File: src/rtl/mem_arb_pkg.sv
// mem_arb_pkg: shared widths and FSM encoding for the two-port RAM arbiter
package mem_arb_pkg;
    localparam int AW = 9;
    localparam int DW = 16;
    typedef enum logic [1:0] {
        IDLE   = 2'b00,
        ACCESS = 2'b01,
        RESP   = 2'b10
    } state_t;
endpackage

File: src/rtl/mem_arbiter_if.sv
// mem_arbiter_if: requester ports, RAM port and status of the arbiter
interface mem_arbiter_if;
    import mem_arb_pkg::*;
    logic          req0;
    logic          we0;
    logic [AW-1:0] addr0;
    logic [DW-1:0] wdata0;
    logic          ack0;
    logic [DW-1:0] rdata0;
    logic          req1;
    logic          we1;
    logic [AW-1:0] addr1;
    logic [DW-1:0] wdata1;
    logic          ack1;
    logic [DW-1:0] rdata1;
    logic          ram_e;
    logic          ram_w;
    logic          ram_r;
    logic [AW-1:0] ram_addr;
    logic [DW-1:0] ram_d;
    logic [DW-1:0] ram_out;
    logic          busy;
    modport slave (
        input  req0, we0, addr0, wdata0, req1, we1, addr1, wdata1, ram_out,
        output ack0, rdata0, ack1, rdata1, ram_e, ram_w, ram_r, ram_addr, ram_d, busy
    );
    modport master (
        output req0, we0, addr0, wdata0, req1, we1, addr1, wdata1, ram_out,
        input  ack0, rdata0, ack1, rdata1, ram_e, ram_w, ram_r, ram_addr, ram_d, busy
    );
endinterface

File: src/rtl/mem_arb_rr.sv
// mem_arb_rr: two-way round-robin pick; last remembers the port granted most recently
module mem_arb_rr (
    input  logic clk,
    input  logic rst,
    input  logic req0,
    input  logic req1,
    input  logic en,
    output logic gnt,
    output logic valid
);
    logic last;
    assign valid = req0 | req1;
    assign gnt = (req0 & req1) ? ~last : req1;
    always_ff @(posedge clk) begin
        if (rst) last <= 1'b1;
        else if (en && valid) last <= gnt;
    end
endmodule

File: src/rtl/mem_arbiter.sv
// mem_arbiter: round-robin arbiter sharing one 512x16 RAM between two requesters
module mem_arbiter
    import mem_arb_pkg::*;
(
    input  logic         clk,
    input  logic         rst,
    mem_arbiter_if.slave bus
);
    state_t        state, nstate;
    logic          gnt, valid, gnt_q;
    logic          sel_we;
    logic [AW-1:0] sel_addr;
    logic [DW-1:0] sel_wdata;
    mem_arb_rr u_rr (
        .clk   (clk),
        .rst   (rst),
        .req0  (bus.req0),
        .req1  (bus.req1),
        .en    (state == IDLE),
        .gnt   (gnt),
        .valid (valid)
    );
    always_comb begin
        nstate    = state == IDLE ? (valid ? ACCESS : IDLE) : state == ACCESS ? RESP : IDLE;
        sel_we    = gnt ? bus.we1 : bus.we0;
        sel_addr  = gnt ? bus.addr1 : bus.addr0;
        sel_wdata = gnt ? bus.wdata1 : bus.wdata0;
    end
    // RAM strobes are computed from the next state so they are registered yet aligned with ACCESS
    always_ff @(posedge clk) begin
        if (rst) begin
            state        <= IDLE;
            gnt_q        <= 1'b0;
            bus.busy     <= 1'b0;
            bus.ack0     <= 1'b0;
            bus.ack1     <= 1'b0;
            bus.ram_e    <= 1'b0;
            bus.ram_w    <= 1'b0;
            bus.ram_r    <= 1'b0;
            bus.ram_addr <= '0;
            bus.ram_d    <= '0;
            bus.rdata0   <= '0;
            bus.rdata1   <= '0;
        end else begin
            state     <= nstate;
            bus.busy  <= nstate != IDLE;
            bus.ram_e <= nstate == ACCESS;
            bus.ram_w <= nstate == ACCESS && sel_we;
            bus.ram_r <= nstate == ACCESS && !sel_we;
            bus.ack0  <= state == ACCESS && !gnt_q;
            bus.ack1  <= state == ACCESS && gnt_q;
            if (nstate == ACCESS) begin
                gnt_q        <= gnt;
                bus.ram_addr <= sel_addr;
                bus.ram_d    <= sel_wdata;
            end
            if (bus.ram_r && !gnt_q) bus.rdata0 <= bus.ram_out;
            if (bus.ram_r && gnt_q) bus.rdata1 <= bus.ram_out;
        end
    end
endmodule

File: src/flat_wrapper.sv
// flat-port wrapper written by rule: the top's interface ports become plain ports
module mem_arbiter_flat import mem_arb_pkg::*;
  (clk, rst, bus_req0, bus_we0, bus_addr0, bus_wdata0, bus_req1, bus_we1, bus_addr1, bus_wdata1, bus_ram_out, bus_ack0, bus_rdata0, bus_ack1, bus_rdata1, bus_ram_e, bus_ram_w, bus_ram_r, bus_ram_addr, bus_ram_d, bus_busy);
  mem_arbiter_if bus_i ();
  input  logic clk;
  input  logic rst;
  input wire logic [$bits(bus_i.req0)-1:0] bus_req0;
  input wire logic [$bits(bus_i.we0)-1:0] bus_we0;
  input wire logic [$bits(bus_i.addr0)-1:0] bus_addr0;
  input wire logic [$bits(bus_i.wdata0)-1:0] bus_wdata0;
  input wire logic [$bits(bus_i.req1)-1:0] bus_req1;
  input wire logic [$bits(bus_i.we1)-1:0] bus_we1;
  input wire logic [$bits(bus_i.addr1)-1:0] bus_addr1;
  input wire logic [$bits(bus_i.wdata1)-1:0] bus_wdata1;
  input wire logic [$bits(bus_i.ram_out)-1:0] bus_ram_out;
  output wire logic [$bits(bus_i.ack0)-1:0] bus_ack0;
  output wire logic [$bits(bus_i.rdata0)-1:0] bus_rdata0;
  output wire logic [$bits(bus_i.ack1)-1:0] bus_ack1;
  output wire logic [$bits(bus_i.rdata1)-1:0] bus_rdata1;
  output wire logic [$bits(bus_i.ram_e)-1:0] bus_ram_e;
  output wire logic [$bits(bus_i.ram_w)-1:0] bus_ram_w;
  output wire logic [$bits(bus_i.ram_r)-1:0] bus_ram_r;
  output wire logic [$bits(bus_i.ram_addr)-1:0] bus_ram_addr;
  output wire logic [$bits(bus_i.ram_d)-1:0] bus_ram_d;
  output wire logic [$bits(bus_i.busy)-1:0] bus_busy;
  assign bus_i.req0 = bus_req0;
  assign bus_i.we0 = bus_we0;
  assign bus_i.addr0 = bus_addr0;
  assign bus_i.wdata0 = bus_wdata0;
  assign bus_i.req1 = bus_req1;
  assign bus_i.we1 = bus_we1;
  assign bus_i.addr1 = bus_addr1;
  assign bus_i.wdata1 = bus_wdata1;
  assign bus_i.ram_out = bus_ram_out;
  assign bus_ack0 = bus_i.ack0;
  assign bus_rdata0 = bus_i.rdata0;
  assign bus_ack1 = bus_i.ack1;
  assign bus_rdata1 = bus_i.rdata1;
  assign bus_ram_e = bus_i.ram_e;
  assign bus_ram_w = bus_i.ram_w;
  assign bus_ram_r = bus_i.ram_r;
  assign bus_ram_addr = bus_i.ram_addr;
  assign bus_ram_d = bus_i.ram_d;
  assign bus_busy = bus_i.busy;
  mem_arbiter u_core (.clk(clk), .rst(rst), .bus(bus_i));
endmodule
File: config.mk
export PLATFORM = sky130hd
export DESIGN_NAME = mem_arbiter_flat
export DESIGN_NICKNAME = d
export VERILOG_FILES = /design/src/rtl/mem_arb_pkg.sv /design/src/rtl/mem_arbiter_if.sv /design/src/rtl/mem_arb_rr.sv /design/src/rtl/mem_arbiter.sv /design/src/flat_wrapper.sv
export SDC_FILE = /design/constraint.sdc
export NUM_CORES = 1
export LEC_CHECK = 0
export CAP_MARGIN = 20
export CORE_MARGIN = 2
export CORE_UTILIZATION = 36
export CTS_CLUSTER_DIAMETER = 100
export DETAILED_ROUTE_END_ITERATION = 7
export GPL_TIMING_DRIVEN = 0
export HOLD_SLACK_MARGIN = 0.05
export PLACE_DENSITY = 0.76
export SLEW_MARGIN = 20
export SYNTH_ARGS = -nofsm -noshare
export SYNTH_HDL_FRONTEND = slang
export SYNTH_SLANG_ARGS = --single-unit
File: constraint.sdc
create_clock -name clk -period 1.3 [get_ports clk]
set_input_delay 0.13 -clock clk [delete_from_list [all_inputs] [get_ports clk]]
set_output_delay 0.13 -clock clk [all_outputs]
set_load 0.01 [all_outputs]
==> results of run 1 <==
cells in the final DEF (no fill, tap or decap), drive strengths merged, types with 2 or more instances in the layout:
master,synthesis,routed
nand2,119,119
clkdlybuf4s50,0,68
dfxtp,66,66
dlygate4sd2,0,65
a21oi,58,58
a311oi,25,25
clkbuf,17,21
buf,11,14
clkinv,0,6
nor2,4,4
a21bo,2,2
nor2b,2,2
and2,2,2
registers in the layout (all words and copies together) (netlist names):
signal,flops
u_core.u_rr.last,1
u_core.bus.ram_addr,9
u_core.bus.ram_e,1
u_core.bus.rdata1,16
u_core.gnt_q,1
u_core.bus.ack0,1
u_core.bus.ack1,1
u_core.bus.rdata0,16
u_core.bus.ram_w,1
u_core.state,1
u_core.bus.busy,1
u_core.bus.ram_d,16
u_core.bus.ram_r,1
critical path, stage by stage, from the launching register on:
cell,delay (ns)
dfxtp_4,0.38
a21bo_2,0.12
buf_4,0.16
clkbuf_8,0.18
nand2_1,0.07
a311oi_2,0.25
cells in the mapped netlist (all sizes together) (2+ instances only):
cell | instances | area (µm²)
nor2b | 2 | 12.5
and2 | 2 | 15.0
a21bo | 2 | 20.0
dfxtp | 66 | 1320
nor2 | 4 | 15.0
a21oi | 58 | 290
nand2 | 119 | 447
a311oi | 25 | 344
buf | 11 | 82.6
clkbuf | 17 | 63.8
how the worst min path moves through the flow:
| stage | from | to | slack, ns | cells after the start |
|---|---|---|---|---|
| 6_report | rst | u_core.bus.busy$_SDFF_PP0_ | 0.27 | 2 |
| 4_1_cts | rst | u_core.bus.busy$_SDFF_PP0_ | 0.28 | 2 |
| 2_1_floorplan | bus_ram_out[0] | u_core.bus.rdata0[0]$_SDFFE_PP0P_ | 0.27 | 2 |
| 3_5_place_dp | u_core.bus.rdata1[8]$_SDFFE_PP0P_ | u_core.bus.rdata1[8]$_SDFFE_PP0P_ | 0.45 | 2 |
| 5_1_grt | rst | u_core.bus.ram_addr[3]$_SDFFE_PP0N_ | 0.35 | 2 |
| 3_3_place_gp | u_core.bus.rdata0[8]$_SDFFE_PP0P_ | u_core.bus.rdata0[8]$_SDFFE_PP0P_ | 0.44 | 2 |
repair_timing:
action                                  CTS  global route
buffers inserted                          0             1
resized for setup                        84            13
endpoints found under the setup margin  110            41
per-layer routing:
layer | part of all wire (%) | routed length, µm | global-route usage (%) | vias up
li1 | - | - | - | 1358
met1 | 43 | 3290 | 21.3 | 1214
met2 | 48 | 3660 | 33.1 | 125
met3 | 8.5 | 649 | 6.43 | 10
met4 | 0.84 | 64 | 5.77 | 0
met5 | 0 | 0 | 0 | -
metrics by stage:
stage	setup WS [ns]	utilization, %
6_report	0.0453	59.4
5_1_grt	-0.00175	59.4
4_1_cts	0.00432	59.0
3_5_place_dp	-0.536	57.0
3_3_place_gp	-0.485	57.0
2_1_floorplan	0.0250	-
cells by family after synthesis:
family,count (synthesis)
multiplexers,1
AND/OR/NAND/NOR,132
AO/OA/AOI/OAI,88
flip-flops,66
buffers and inverters,29
layout make-up:
type,instances,area [µm²],area share [%]
plain buffers,25,180,4.18
clock buffers,9,124,2.87
clock inverters,7,60.1,1.39
inverters,1,3.75,0.0871
multi-input cells,221,1230,28.6
flip-flops and latches,66,1330,30.8
well taps,99,124,2.87
repair buffers,134,1260,29.2
where the power goes:
part	total (W)	switching, W	internal [W]	leakage, nW
logic	0.00106	0.000504	0.000555	1.22
clock network	0.00161	0.000741	0.000865	0.102
registers	0.00224	0.0000805	0.00216	0.542
==> impl_metrics.json, run 1 <==
{
  "run_status": "finished, final reports clean",
  "path_max_fanout": 10,
  "port_buffers": 133,
  "drive_above_1_share_pct": 14.0,
  "synth.lib_cells_used.distinct": 24,
  "worstSetupStartpointType": "register",
  "synth_simple_gate_area_share_pct": 19.4,
  "insertion_delay_ns": 0.32,
  "core_area_um2": 7250,
  "worst_hold_path_type": "primary input to register",
  "async_flop_share_pct": 0,
  "worst-setup-path-type": "register to register",
  "worst_ir_drop_vdd_mv": 0.522,
  "drt_wl_cell_um": 13.6,
  "leakagePower_nw": 1.86,
  "seq_area_frac_synth_pct": 49.3,
  "cellPowerDensity_nw_per_um2": 1140,
  "place_hpwl_mm": 6.00,
  "placedCellCount": 548,
  "synth_warnings": 0,
  "synth_compound_gate_area_share_pct": 25.4,
  "drtAntennaViolNets": 0,
  "clock_period_minus_final_worst_setup_slack_ns": 1.25,
  "maxCapViolCount": 0,
  "ctsRootBufferMaster": "clkbuf_8",
  "synth_enable_flop_cells": 0,
  "nNetsFinal": 530,
  "synth_top_family_by_area": "compound AO/OA/AOI/OAI gates",
  "instances_no_fill": 562,
  "slew_headroom_pct": 54.8,
  "initial_utilization_pct": 37.0,
  "fin_hold_ws_ns": 0.270,
  "ys_seq_elements": 66,
  "worstSetupStartpoint": "u_core.u_rr.last$_SDFFE_PP1P_",
  "number_of_global_route_vias_before_repair": 2612,
  "ff2ff_path_depth": 5,
  "wl_mm": 7.66,
  "final_area_um2": 4310,
  "critical_path_required_ns": 1.53,
  "dr.pass1.iters": 4,
  "routed-via-count": 2707,
  "clock_sink_count": 66,
  "fp-row-count": 31,
  "drt_iter0_markers": 57,
  "fin_skew_ns": 0.00560,
  "r2r_slack_ns": 0.05,
  "io_pins": 135,
  "grt_overflow_total": 0,
  "fp.dieW_um": 90.3,
  "n_fill_cell": 680,
  "layout-area-overhead-vs-synth_pct": 60.7,
  "die_h_um": 90.3,
  "dpl-instance-area_um2": 4140,
  "post-layout-total-power_w": 0.00491,
  "finalSetupViolations": 0,
  "slew_violations": 0,
  "synth.cell_area_um2": 2680,
  "yosys-mux-area-fraction_pct": 0.373,
  "finalHoldViolations": 0,
  "fmax_mhz": 797,
  "wire_length_of_the_first_global_routing_pass_mm": 12.4,
  "worst_setup_path_endpoint": "u_core.bus.ram_d[6]$_SDFFE_PP0N_",
  "vias_per_cell": 4.82,
  "synthesis.nets": 388,
  "worst_setup_hold_path_clk_slew_ns": 0.07,
  "grt_antenna_before_repair": 0,
  "cts_buffers": 9,
  "groute.usage.overall_pct": 18.7,
  "drc_errors": 0,
  "synthesis.area_per_instance_um2": 8.49,
  "antenna_cells": 0,
  "gp_routability_congestion": 0.760,
  "final.period_utilization_pct": 96.5,
  "reg2reg_to": "u_core.bus.ram_d[6]$_SDFFE_PP0N_",
  "tightestPinTransition_ns": 0.678,
  "worst-endpoint-arrival_ns": 1.49,
  "setup.worst_path.end_class": "register",
  "yosys.area_share.adder_pct": 0,
  "clockBufferDepth": 2,
  "htree_num_levels": 3,
  "syn-instance-count": 316,
  "grt_max_degree": 17,
  "post_synth_xor_xnor_area_pct": 0,
  "cts_tree": "yes",
  "ctsHoldBuffers": 0,
  "critical_path.reg2reg.startpoint": "u_core.u_rr.last$_SDFFE_PP1P_",
  "final.setup.tns_ns": 0,
  "synthFlopType": "dfxtp_1",
  "dieArea_um2": 8160
}
Power figures use the tool's default switching activity.
==> inputs of run 2 (changes only) <==
==> constraint.sdc (replaced) <==
create_clock -name clk -period 1.3 [get_ports clk]
set_input_delay 0.39 -clock clk [delete_from_list [all_inputs] [get_ports clk]]
set_output_delay 0.39 -clock clk [all_outputs]
set_load 0.01 [all_outputs]
==> run 2 against run 1 <==
Critical path depth rose by 2; maximum frequency shrank 3.3%; sequential share of layout area is 0.10 points higher; first-iteration DRC count up 49%; clock skew is 0.0024 ns higher; global-route usage up 1.1 points; die area did not move.
==> impl_metrics.json, run 2 (synthesis gave the netlist of run 1 again) <==
{
  "final_area_um2": 4440,
  "tightestPinTransition_ns": 0.695,
  "top_regs": "u_core.bus.ram_d: 16 flops, u_core.bus.rdata0: 16 flops, u_core.bus.rdata1: 16 flops",
  "layout.area.seq_um2": 1370,
  "post-layout-total-power_w": 0.00520,
  "place_hpwl_mm": 5.96,
  "worst_ir_drop_vdd_mv": 0.516,
  "fin_hold_ws_ns": 0.399,
  "fin_skew_ns": 0.00796,
  "grt_antenna_before_repair": 0,
  "ctsHoldBuffers": 0,
  "grt_max_degree": 17,
  "gp_routability_congestion": 0.787,
  "worst_setup_hold_path_clk_slew_ns": 0.07,
  "port_buffers": 133,
  "rsz0062_at_grt": "yes",
  "die_h_um": 90.3,
  "slew_headroom_pct": 53.7,
  "drt_iter0_markers": 85,
  "dr.pass1.iters": 4,
  "ctsRootBufferMaster": "clkbuf_8",
  "worst_setup_slack_after_placement_ns": -0.784,
  "final_worst_slack_ns": 0.00195,
  "drive_above_1_share_pct": 40.1,
  "routed-via-count": 2791,
  "n_fill_cell": 664,
  "drt_wl_cell_um": 14.5,
  "cellPowerDensity_nw_per_um2": 1170,
  "final.setup.tns_ns": 0,
  "nNetsFinal": 538,
  "fp-row-count": 31,
  "insertion_delay_ns": 0.33,
  "io_pins": 135,
  "worstSetupStartpointType": "primary input",
  "clock_sink_count": 66,
  "dieArea_um2": 8160,
  "worst_hold_path_type": "primary input to register",
  "vias_per_cell": 4.90,
  "worstSetupStartpoint": "bus_req1",
  "fmax_mhz": 770,
  "path_max_fanout": 10,
  "htree_num_levels": 3,
  "antenna_cells": 0,
  "critical_path.reg2reg.startpoint": "u_core.bus.ram_e$_SDFF_PP0_",
  "cts_buffers": 9,
  "multi_input_comb_area_um2": 1310,
  "groute.usage.overall_pct": 19.9,
  "core_area_um2": 7250,
  "finalHoldViolations": 0,
  "worst-endpoint-arrival_ns": 1.49,
  "mostFrequentLayoutCells": "nand2_1, clkdlybuf4s50_1, a21oi_1, buf_2, dfxtp_2",
  "cts_tree": "yes",
  "initial_utilization_pct": 37.0,
  "setup.worst_path.end_class": "register",
  "worst-setup-path-type": "primary input to register",
  "dpl-instance-area_um2": 4140,
  "fp.dieW_um": 90.3,
  "drc_errors": 0,
  "grt_overflow_total": 0,
  "wire_length_of_the_first_global_routing_pass_mm": 13.1,
  "finalSetupViolations": 0,
  "wl_mm": 8.28,
  "clockBufferDepth": 2,
  "clock_period_minus_final_worst_setup_slack_ns": 1.30,
  "run_status": "finished, final reports clean",
  "min-delay-start": "bus_req0",
  "drtAntennaViolNets": 0,
  "layout-area-overhead-vs-synth_pct": 65.5,
  "number_of_global_route_vias_before_repair": 2743,
  "slew_violations": 0,
  "critical_path_required_ns": 1.49,
  "final.period_utilization_pct": 99.9,
  "maxCapViolCount": 0,
  "leakagePower_nw": 1.74,
  "layout.cells.most_common": "nand2_1"
}
run 2: timing repair:
action,4_1_cts,5_1_grt
endpoints found under the setup margin,114,98
gates cloned,1,0
resized for setup,262,63
pin swaps,2,1
buffers inserted,4,6
run 2: where the power goes:
group          leakage, nW  switching, W  internal (W)
logic                 1.09      0.000556      0.000609
registers            0.556     0.0000907       0.00218
clock network       0.0986      0.000780      0.000988
total                 1.74       0.00143       0.00377
run 2: per-layer routing:
metal / global-route usage (%) / part of all wire, % / up-vias
li1: - / - / 1373
met1: 22.6 / 41 / 1278
met2: 34.5 / 48 / 129
met3: 6.84 / 8.9 / 11
met4: 7.05 / 1.5 / 0
met5: 0 / 0 / -
run 2: per-stage QoR:
stage	cells	util, %
5_1_grt	570	61.2
3_3_place_gp	548	57.0
4_1_cts	565	61.8
6_report	570	61.2
2_1_floorplan	316	-
3_5_place_dp	548	57.0
run 2: final timing paths:
path / to / slack [ns] / cells after the start
setup / recovery: u_core.bus.ram_d[11]$_SDFFE_PP0N_ / 0.002 / 7
setup reg to reg: u_core.bus.ram_d[11]$_SDFFE_PP0N_ / 0.03 / 4
hold / removal: u_core.u_rr.last$_SDFFE_PP1P_ / 0.40 / 3
hold reg to reg: u_core.bus.rdata0[2]$_SDFFE_PP0P_ / 0.45 / 2
run 2: cell type report:
cell class / instances / area share, %
Sequential cell: 66 / 30.9
Multi-Input combinational cell: 221 / 29.6
Timing Repair Buffer: 144 / 28.0
Buffer: 23 / 4.00
Clock buffer: 12 / 3.49
Tap cell: 99 / 2.79
Clock inverter: 4 / 1.13
Inverter: 1 / 0.0846
run 2: worst max-delay path: stages:
cell and delay, ns:
clkdlybuf4s15_2 0.20, or2_1 0.21, buf_6 0.12, buf_4 0.13, buf_4 0.18, a21oi_1 0.19
a311oi_2 0.06
